--- src/rtl/cpu_pkg.sv ---
// Shared CPU front-end types: fetch FSM encoding and the instruction queue entry.
package cpu_pkg;

    typedef enum logic [1:0] {
        FETCH_IDLE    = 2'd0,
        FETCH_REQ     = 2'd1,
        FETCH_DISCARD = 2'd2
    } fetch_state_e;

    localparam int unsigned IMEM_BYTES_DEF = 128;
    localparam logic [31:0] NOP_WORD       = 32'h0000_0000;

    typedef struct packed {
        logic [31:0] instr;
        logic [31:0] pc;
    } fetch_entry_t;

endpackage

--- src/rtl/fetch_queue.sv ---
// Shift-register instruction FIFO; entry 0 is the head so it leaves straight from flops.
module fetch_queue
    import cpu_pkg::*;
#(
    parameter int unsigned DEPTH = 2,
    parameter int unsigned CNT_W = $clog2(DEPTH + 1)
) (
    input  logic             clkin,
    input  logic             reset,
    input  logic             push,
    input  fetch_entry_t     push_data,
    input  logic             pop,
    input  logic             flush,
    output logic [CNT_W-1:0] count,
    output fetch_entry_t     head,
    output logic             head_valid
);

    fetch_entry_t     ent_q [DEPTH];
    fetch_entry_t     ent_d [DEPTH];
    logic [CNT_W-1:0] count_q, count_d;
    logic [CNT_W-1:0] wr_idx;
    logic             valid_q, valid_d;
    logic             do_pop, do_push;

    always_comb begin
        ent_d   = ent_q;
        count_d = count_q;
        do_pop  = pop && (count_q != '0);
        do_push = push && ((count_q < CNT_W'(DEPTH)) || do_pop);
        wr_idx  = count_q - CNT_W'(do_pop);
        if (flush) begin
            count_d = '0;
        end else begin
            if (do_pop) begin
                for (int i = 0; i < int'(DEPTH) - 1; i++) begin
                    ent_d[i] = ent_q[i+1];
                end
                ent_d[DEPTH-1] = '{instr: NOP_WORD, pc: '0};
            end
            for (int i = 0; i < int'(DEPTH); i++) begin
                if (do_push && (wr_idx == CNT_W'(i))) begin
                    ent_d[i] = push_data;
                end
            end
            count_d = count_q + CNT_W'(do_push) - CNT_W'(do_pop);
        end
        valid_d = (count_d != '0);
    end

    always_ff @(posedge clkin or negedge reset) begin
        if (!reset) begin
            for (int i = 0; i < int'(DEPTH); i++) begin
                ent_q[i] <= '0;
            end
            count_q <= '0;
            valid_q <= 1'b0;
        end else begin
            ent_q   <= ent_d;
            count_q <= count_d;
            valid_q <= valid_d;
        end
    end

    assign count      = count_q;
    assign head       = ent_q[0];
    assign head_valid = valid_q;

endmodule

--- src/rtl/instr_fetch_unit.sv ---
// Fetch stage: accepts PC addresses, runs one req/ack imem read at a time,
// queues returned words for decode and drops work on redirect.
module instr_fetch_unit
    import cpu_pkg::*;
#(
    parameter int unsigned DEPTH      = 2,
    parameter int unsigned IMEM_BYTES = IMEM_BYTES_DEF,
    parameter int unsigned ADDR_W     = 5,
    parameter int unsigned TIMEOUT    = 15
) (
    input  logic              clkin,
    input  logic              reset,
    input  logic [31:0]       pAddr,
    input  logic              pc_valid,
    output logic              fetch_ready,
    input  logic              flush,
    output logic              imem_req,
    output logic [ADDR_W-1:0] imem_addr,
    input  logic              imem_ack,
    input  logic [31:0]       imem_rdata,
    output logic [31:0]       instr,
    output logic [31:0]       instr_pc,
    output logic              instr_valid,
    input  logic              instr_ready,
    output logic              fetch_err
);

    localparam int unsigned CNT_W   = $clog2(DEPTH + 1);
    localparam int unsigned TMO_RAW = $clog2(TIMEOUT + 1);
    localparam int unsigned TMO_W   = (TMO_RAW > 4) ? TMO_RAW : 4;

    fetch_state_e      state_q, state_d;
    logic [31:0]       addr_q, addr_d;
    logic [ADDR_W-1:0] imem_addr_q, imem_addr_d;
    logic              imem_req_q, imem_req_d;
    logic              fetch_err_q, fetch_err_d;
    logic [TMO_W-1:0]  tmo_q, tmo_d, tmo_inc;
    logic              ready_c;
    logic              q_push;
    logic [CNT_W-1:0]  q_count;
    fetch_entry_t      q_head;
    logic              q_valid;

    // Next-state and datapath; a slot is reserved at accept so a push never overflows.
    always_comb begin
        state_d     = state_q;
        addr_d      = addr_q;
        imem_addr_d = imem_addr_q;
        imem_req_d  = imem_req_q;
        fetch_err_d = fetch_err_q;
        tmo_d       = tmo_q;
        tmo_inc     = tmo_q + TMO_W'(1);
        ready_c     = 1'b0;
        q_push      = 1'b0;
        case (state_q)
            FETCH_IDLE: begin
                ready_c = reset && !flush && (q_count < CNT_W'(DEPTH));
                if (pc_valid && ready_c) begin
                    addr_d      = pAddr;
                    imem_addr_d = (pAddr < 32'(IMEM_BYTES)) ? pAddr[ADDR_W+1:2] : '0;
                    imem_req_d  = 1'b1;
                    tmo_d       = '0;
                    state_d     = FETCH_REQ;
                end
            end
            FETCH_REQ, FETCH_DISCARD: begin
                if (imem_ack) begin
                    q_push     = (state_q == FETCH_REQ) && !flush;
                    imem_req_d = 1'b0;
                    state_d    = FETCH_IDLE;
                end else if (tmo_inc == TMO_W'(TIMEOUT)) begin
                    fetch_err_d = 1'b1;
                    imem_req_d  = 1'b0;
                    state_d     = FETCH_IDLE;
                end else begin
                    tmo_d = tmo_inc;
                    if (flush) begin
                        state_d = FETCH_DISCARD;
                    end
                end
            end
            default: begin
                imem_req_d = 1'b0;
                state_d    = FETCH_IDLE;
            end
        endcase
    end

    always_ff @(posedge clkin or negedge reset) begin
        if (!reset) begin
            state_q     <= FETCH_IDLE;
            addr_q      <= '0;
            imem_addr_q <= '0;
            imem_req_q  <= 1'b0;
            fetch_err_q <= 1'b0;
            tmo_q       <= '0;
        end else begin
            state_q     <= state_d;
            addr_q      <= addr_d;
            imem_addr_q <= imem_addr_d;
            imem_req_q  <= imem_req_d;
            fetch_err_q <= fetch_err_d;
            tmo_q       <= tmo_d;
        end
    end

    fetch_queue #(
        .DEPTH (DEPTH),
        .CNT_W (CNT_W)
    ) u_queue (
        .clkin      (clkin),
        .reset      (reset),
        .push       (q_push),
        .push_data  ('{instr: imem_rdata, pc: addr_q}),
        .pop        (instr_ready && q_valid),
        .flush      (flush),
        .count      (q_count),
        .head       (q_head),
        .head_valid (q_valid)
    );

    assign fetch_ready = ready_c;
    assign imem_req    = imem_req_q;
    assign imem_addr   = imem_addr_q;
    assign fetch_err   = fetch_err_q;
    assign instr       = q_head.instr;
    assign instr_pc    = q_head.pc;
    assign instr_valid = q_valid;

endmodule

--- config.mk ---
export PLATFORM = sky130hd
export DESIGN_NAME = instr_fetch_unit
export DESIGN_NICKNAME = d
export VERILOG_FILES = /design/src/rtl/cpu_pkg.sv /design/src/rtl/fetch_queue.sv /design/src/rtl/instr_fetch_unit.sv
export SDC_FILE = /design/constraint.sdc
export NUM_CORES = 1
export LEC_CHECK = 0
export ABC_AREA = 0
export CAP_MARGIN = 10
export CELL_PAD_IN_SITES_DETAIL_PLACEMENT = 0
export CELL_PAD_IN_SITES_GLOBAL_PLACEMENT = 1
export CORE_MARGIN = 5
export CORE_UTILIZATION = 45
export DETAILED_ROUTE_END_ITERATION = 12
export GPL_TIMING_DRIVEN = 0
export HOLD_SLACK_MARGIN = 0.15
export PLACE_DENSITY = 0.95
export SYNTH_ARGS = -nofsm -noshare
export SYNTH_HDL_FRONTEND = slang
export SYNTH_SLANG_ARGS = --single-unit
--- constraint.sdc ---
create_clock -name clkin -period 4.46 [get_ports clkin]
set_input_delay 0.446 -clock clkin [delete_from_list [all_inputs] [get_ports clkin]]
set_output_delay 0.446 -clock clkin [all_outputs]
set_load 0.05 [all_outputs]
==> results.json, run 1 <==
{
  "yosys.area.top_type": "dfrtp_1",
  "powerDensity_mw_per_mm2": 543,
  "vias": 5730,
  "tritoncts": "done",
  "critPathKind": "in2out",
  "core-area_sq_mm": 0.0174,
  "power_mw": 5.60,
  "min_period_over_period": 0.720,
  "wire_per_inst_microns": 16.7,
  "drt_wl_total_mm": 18.9,
  "fin_skew_ps": 6.80,
  "synth_top_area_frac": 0.548,
  "grt_pass1_vias": 5900,
  "io_pins": 143,
  "grt_use_met2": 0.306,
  "n_antenna_cell": 0,
  "rr_worst_depth": 7,
  "holdPathEnd": "fetch_err$_DFFE_PN0P_",
  "first_iter_violations": 244,
  "crit_required_ps": 4010,
  "synth_area_leaders": "dfrtp_1 (55%), mux2i_1 (8.0%), nand2_1 (7.9%), buf_4 (6.7%), a22o_2 (5.9%)",
  "clock_sinks": 176,
  "rrSetupSlack_ps": 2170,
  "grtUsageMet1": 0.267,
  "grt_pass1_wl_mm": 31.0,
  "finish.utilization": 0.592,
  "synthFlopType": "dfrtp_1",
  "end_kind": "output port",
  "rsz0062_at_grt": "no",
  "leakagePower_nw": 4.69,
  "netlist_area_sq_mm": 0.00804,
  "clkPwrFrac": 0.244,
  "synthTopCellsByCount": "dfrtp_1 (176), nand2_1 (169), buf_4 (72)",
  "avgSynthCellArea_sq_um": 11.1,
  "timing.final.crit_period_ps": 3210,
  "port_buffers": 142,
  "critPathMaxFanout": 56,
  "muxShareOfSynthArea": 0.0797,
  "use_met3": 0.0459,
  "initial_utilization": 0.461,
  "ys_ff_latch": 176,
  "tightestPinTransition_ps": 780,
  "async_flop_share": 1.00,
  "dieHeight_microns": 144,
  "setup_viol": 0,
  "finalHoldViolations": 0,
  "max_freq_mhz": 311,
  "synth_top_family_by_area": "compound AO/OA/AOI/OAI gates",
  "overflow": 0,
  "clkTransAtPathRegs_ps": 60,
  "cts_resized": 0,
  "critPathLaunchType": "input port",
  "htreeDepth": 4,
  "reg2reg_from": "u_queue.count[1]$_DFF_PN0_",
  "power_switching_share": 0.365,
  "die_x_microns": 144,
  "ys_warn_count": 0,
  "hp-start": "fetch_err$_DFFE_PN0P_",
  "hold_depth": 1,
  "comb_power_share": 0.358,
  "synth_nets": 803,
  "ys_seq_area_frac": 0.548,
  "drc": 0,
  "vias_per_cell": 5.08,
  "synthAdderAreaFrac": 0.00934,
  "cts_buffers": 17,
  "r2r-end": "u_queue.ent_q[53]$_DFFE_PN0P_",
  "fin_nets": 966,
  "dieArea_sq_mm": 0.0206,
  "routabilityCongestion": 0.826,
  "slew_headroom": 0.480,
  "cts_root_buffer": "clkbuf_16",
  "dr.pass1.iters": 4,
  "synthXorXnorAreaFrac": 0.00109,
  "synth_compound_area_frac": 0.151,
  "area_growth_pct": 28.3,
  "slew_violations": 0,
  "grt_max_degree": 123,
  "place_hpwl_mm": 13.1,
  "busiest_layer": "met2",
  "synth-edff-count": 0,
  "p_int_mw": 3.56,
  "synthSimpleGateAreaFrac": 0.107,
  "holdCritPathClass": "reg2reg",
  "worstSkewPairLatency_ps": 420,
  "cts.path.max_buffers": 2,
  "antenna_left": 0,
  "drv_cap": 0,
  "switching_power_mw": 2.04,
  "cp_data_arrival_time_ps": 2770,
  "n_fill_cell": 1484,
  "synth.most_common_cell": "dfrtp_1",
  "ys_types": 53,
  "track_usage": 0.192,
  "drive_above_1_share": 0.211,
  "synthCells": 727,
  "num_rows": 48,
  "pwr-share-seq": 0.398,
  "status": "complete, no violations",
  "antenna_found_initial": 0,
  "peakVddDrop_mv": 0.323
}
## kinds of logic after synthesis
kind of cell	Yosys count
AND/OR/NAND/NOR	201
flip-flops	176
AO/OA/AOI/OAI	164
buffers and inverters	115
multiplexers	64
adder cells (fa/ha/maj)	6
XOR/XNOR	1
## worst max path at each step
| stage | start | to | slack (ps) | cells after the start |
|---|---|---|---|---|
| after CTS | reset | fetch_ready | 1230 | 5 |
| after detailed placement | instr_ready | u_queue.ent_q[42]$_DFFE_PN0P_ | 1620 | 8 |
| after global placement | reset | fetch_ready | -4710 | 4 |
| after global routing | reset | fetch_ready | 1090 | 5 |
| after floorplan | u_queue.head_valid$_DFF_PN0_ | u_queue.ent_q[10]$_DFFE_PN0P_ | 2240 | 7 |
| final | reset | fetch_ready | 1250 | 5 |
## cell type report
cell class                 instances  area [sq um]  share of cell area
sequential                       176          4400               0.427
clock inverter                    11          91.3             0.00886
buffer                           106           801              0.0777
multi-input combinational        436          2800               0.271
inverter                           9          33.8             0.00328
tap                              225           282              0.0273
timing repair buffer             144          1460               0.142
clock buffer                      20           437              0.0424
## routing by layer
metal,up-vias,wire length [microns]
li1,2783,-
met1,2817,8590
met2,119,9300
met3,11,831
met4,0,157
met5,-,0
## flip-flops by register name, indices dropped and copies added, names as in the netlist
signal and count:
addr_q 32, fetch_err 1, imem_addr 5, imem_req 1
state_q 2, tmo_q 4, u_queue.count 2, u_queue.ent_q 64
u_queue.head 64, u_queue.head_valid 1
## through the flow
step	setup WS (ps)	instance area, sq um	hold WS, ps	setup TNS (ps)	instances
2_1_floorplan	2240	8040	150	0	727
4_1_cts	1230	10300	480	0	1127
3_5_place_dp	1620	9770	391	0	1095
3_3_place_gp	-4710	9740	454	-947540	1094
6_report	1250	10300	469	0	1127
5_1_grt	1090	10300	504	0	1127
## worst max-delay path: stages
cell and delay (ps):
dlygate4sd3_1 560, buf_8 360, nor3b_2 380, and2_1 190, clkdlybuf4s50_1 800
## power groups by stage
stage                     combinational [mW]  clock, mW  sequential (mW)
after CTS                               2.02       1.39             2.23
after global routing                    2.16       1.47             2.29
final                                   2.00       1.37             2.23
after global placement                  1.98          0             2.24
after floorplan                         1.40          0             2.20
after detailed placement                2.02          0             2.25
## placed cells by master, fill, tap and decap left out, drive strengths merged, types with 2 or more instances in the layout
| cell | n |
|---|---|
| a221oi | 2 |
| nor4 | 5 |
| dfrtp | 176 |
| o21ai | 74 |
| buf | 101 |
| ha | 6 |
| nor3 | 3 |
| and2 | 2 |
| nor2 | 7 |
| o211ai | 3 |
| clkinv | 6 |
| clkinvlp | 3 |
| nor2b | 2 |
| a22o | 64 |
| a211oi | 3 |
| mux2i | 64 |
| clkdlybuf4s50 | 141 |
| nand4b | 2 |
| inv | 10 |
| nand4 | 2 |
| o21bai | 2 |
| clkbuf | 27 |
| a21boi | 3 |
| nand2 | 169 |
| a31oi | 2 |
| nand3 | 2 |
## what timing repair did
| item | in CTS | in global routing |
|---|---|---|
| buffers inserted | 0 | 0 |
| hold endpoints to repair | 54 | 0 |
| hold buffers | 1 | 0 |
Power figures use the tool's default switching activity.
==> run 2: changes to the inputs <==
--- a/config.mk
+++ b/config.mk
@@ -10,11 +10,11 @@
 export CELL_PAD_IN_SITES_DETAIL_PLACEMENT = 0
 export CELL_PAD_IN_SITES_GLOBAL_PLACEMENT = 1
 export CORE_MARGIN = 5
-export CORE_UTILIZATION = 45
+export CORE_UTILIZATION = 37
 export DETAILED_ROUTE_END_ITERATION = 12
 export GPL_TIMING_DRIVEN = 0
 export HOLD_SLACK_MARGIN = 0.15
-export PLACE_DENSITY = 0.95
+export PLACE_DENSITY = 0.85
 export SYNTH_ARGS = -nofsm -noshare
 export SYNTH_HDL_FRONTEND = slang
 export SYNTH_SLANG_ARGS = --single-unit
==> constraint.sdc (replaced) <==
create_clock -name clkin -period 2.8 [get_ports clkin]
set_input_delay 0.28 -clock clkin [delete_from_list [all_inputs] [get_ports clkin]]
set_output_delay 0.28 -clock clkin [all_outputs]
set_load 0.05 [all_outputs]
==> run 2 against run 1 <==
  * Via count is 0.89% higher
  * Global-route usage is 3.2 points lower
  * Sequential power is 59% higher
  * Power is 62% higher
  * Critical path type unchanged
  * Largest power group unchanged
  * Design area is 2.3% higher
  * Critical path depth is 1 higher
==> results.json, run 2 (synthesis gave the netlist of run 1 again) <==
{
  "status": "complete, no violations",
  "use_met3": 0.0319,
  "first_iter_violations": 231,
  "cts_root_buffer": "clkbuf_16",
  "num_rows": 54,
  "n_fill_cell": 2050,
  "rrSetupSlack_ps": 490,
  "area_growth_pct": 31.3,
  "rsz0062_at_grt": "no",
  "grt_pass1_vias": 5834,
  "grt_pass1_wl_mm": 31.3,
  "rr_worst_depth": 7,
  "critPathCapture": "fetch_ready",
  "switching_power_mw": 3.31,
  "layout_commonest_cell": "dfrtp_1",
  "dieHeight_microns": 157,
  "cp_cell_sequence": "dlygate4sd3_1 -> buf_8 -> buf_16 -> nor3b_2 -> and2_1 -> clkdlybuf4s50_1",
  "port_buffers": 142,
  "drv_cap": 0,
  "fin_skew_ps": 8.46,
  "vias_per_cell": 4.87,
  "slew_violations": 0,
  "clkTransAtPathRegs_ps": 60,
  "fin_tns_setup_ps": 0,
  "htreeDepth": 4,
  "drt_wl_total_mm": 19.7,
  "setup_viol": 0,
  "finalHoldViolations": 0,
  "crit_path_start": "reset",
  "p_int_mw": 5.74,
  "comb_power_share": 0.353,
  "dieArea_sq_mm": 0.0248,
  "max_stage_delay_ps": 800,
  "tritoncts": "done",
  "min_period_over_period": 0.940,
  "tightestPinTransition_ps": 762,
  "drc": 0,
  "cts_buffers": 17,
  "placed_cell_area_sq_mm": 0.00984,
  "n_antenna_cell": 0,
  "die_x_microns": 157,
  "cp_data_arrival_time_ps": 2350,
  "clock_sinks": 176,
  "layout_common_cells": "dfrtp_1 (176), nand2_1 (169), clkdlybuf4s50_1 (141)",
  "core-area_sq_mm": 0.0216,
  "reg2reg_from": "u_queue.count[1]$_DFF_PN0_",
  "antenna_left": 0,
  "slew_headroom": 0.490,
  "vias": 5781,
  "r2r-end": "u_queue.ent_q[15]$_DFFE_PN0P_",
  "dr.pass1.iters": 4,
  "clkPwrFrac": 0.255,
  "timing.final.crit_period_ps": 2630,
  "peakVddDrop_mv": 0.376,
  "grtUsageMet1": 0.224,
  "end_kind": "output port",
  "whs_ps": 414,
  "drive_above_1_share": 0.217,
  "worstSkewPairLatency_ps": 420,
  "holdCritPathClass": "in2reg",
  "grt_max_degree": 63,
  "finish.utilization": 0.488,
  "wire_per_inst_microns": 16.6,
  "initial_utilization": 0.372,
  "pre_cts_ws_ps": -81.1,
  "track_usage": 0.160,
  "cts_setup_buffers": 0,
  "layout_setup_ws_ps": 167,
  "max_freq_mhz": 380,
  "critPathKind": "in2out",
  "busiest_layer": "met2",
  "crit_required_ps": 2520,
  "crit_slowest_cell": "clkdlybuf4s50_1",
  "powerDensity_mw_per_mm2": 858,
  "power_switching_share": 0.366,
  "critPathMaxFanout": 5,
  "leakagePower_nw": 4.78,
  "fin_nets": 971,
  "routabilityCongestion": 0.756,
  "place_hpwl_mm": 13.5,
  "cts.path.max_buffers": 2,
  "grt_use_met2": 0.257,
  "overflow": 0,
  "pwr-share-seq": 0.392,
  "io_pins": 143,
  "cts_resized": 0,
  "fin_area_sq_mm": 0.0106,
  "critPathLaunchType": "input port",
  "antenna_found_initial": 0
}
run 2: cell count changes in the layout (fill, tap and decap cells not counted), sizes merged:
cell,change
clkbuf,-1
clkinv,+2
bufbuf,+1
buf,+3
inv,+2
clkinvlp,-2
dlygate4sd3,+1
run 2: cell type report:
cell class                      instances  area (sq um)  share of cell area
Buffer                                106           801              0.0759
Clock buffer                           19           443              0.0420
Clock inverter                         13           131              0.0125
Inverter                                9          33.8             0.00320
Multi-Input combinational cell        436          2800               0.265
Sequential cell                       176          4400               0.417
Tap cell                              280           350              0.0332
Timing Repair Buffer                  149          1590               0.151
run 2: how the worst min path moves through the flow:
stage,startpoint,end,slack (ps),cells past startpoint
2_1_floorplan,reset,addr_q[0]$_DFFE_PN0P_,-20,0
3_3_place_gp,fetch_err$_DFFE_PN0P_,fetch_err$_DFFE_PN0P_,450,1
3_5_place_dp,reset,tmo_q[3]$_DFFE_PN0P_,250,1
4_1_cts,pAddr[2],addr_q[2]$_DFFE_PN0P_,390,3
5_1_grt,pAddr[2],addr_q[2]$_DFFE_PN0P_,400,3
6_report,pAddr[2],addr_q[2]$_DFFE_PN0P_,410,3
run 2: what timing repair did:
action                                  4_1_cts  5_1_grt
hold buffers                                  5        0
endpoints found under the setup margin        1        0
hold endpoints to repair                     62        0
run 2: power by group through the flow:
stage / registers [mW] / clock network (mW) / logic, mW
after global placement: 3.58 / 0 / 3.17
after detailed placement: 3.59 / 0 / 3.20
after CTS: 3.55 / 2.38 / 3.23
after global routing: 3.63 / 2.47 / 3.45
final: 3.54 / 2.31 / 3.20
after floorplan: 3.51 / 0 / 2.23
run 2: layer usage:
layer  part of all wire  vias up  wire length, microns
met2               0.48      116                  9500
li1                   -     2789                     -
met5                  0        -                     0
met1               0.47     2864                  9290
met3              0.039       12                   767
met4             0.0095        0                   187
run 2: per-stage QoR:
stage / power (mW) / std cells
global route: 9.55 / 1188
finish: 9.05 / 1188
global placement: 6.75 / 1149
detailed placement: 6.79 / 1150
floorplan: 5.74 / 727
CTS: 9.16 / 1188
run 2: critical path, delay by kind of cell:
kind	cells	cell delay [ps]
and+or+nand+nor	2	450
buffers and inverters	4	1630
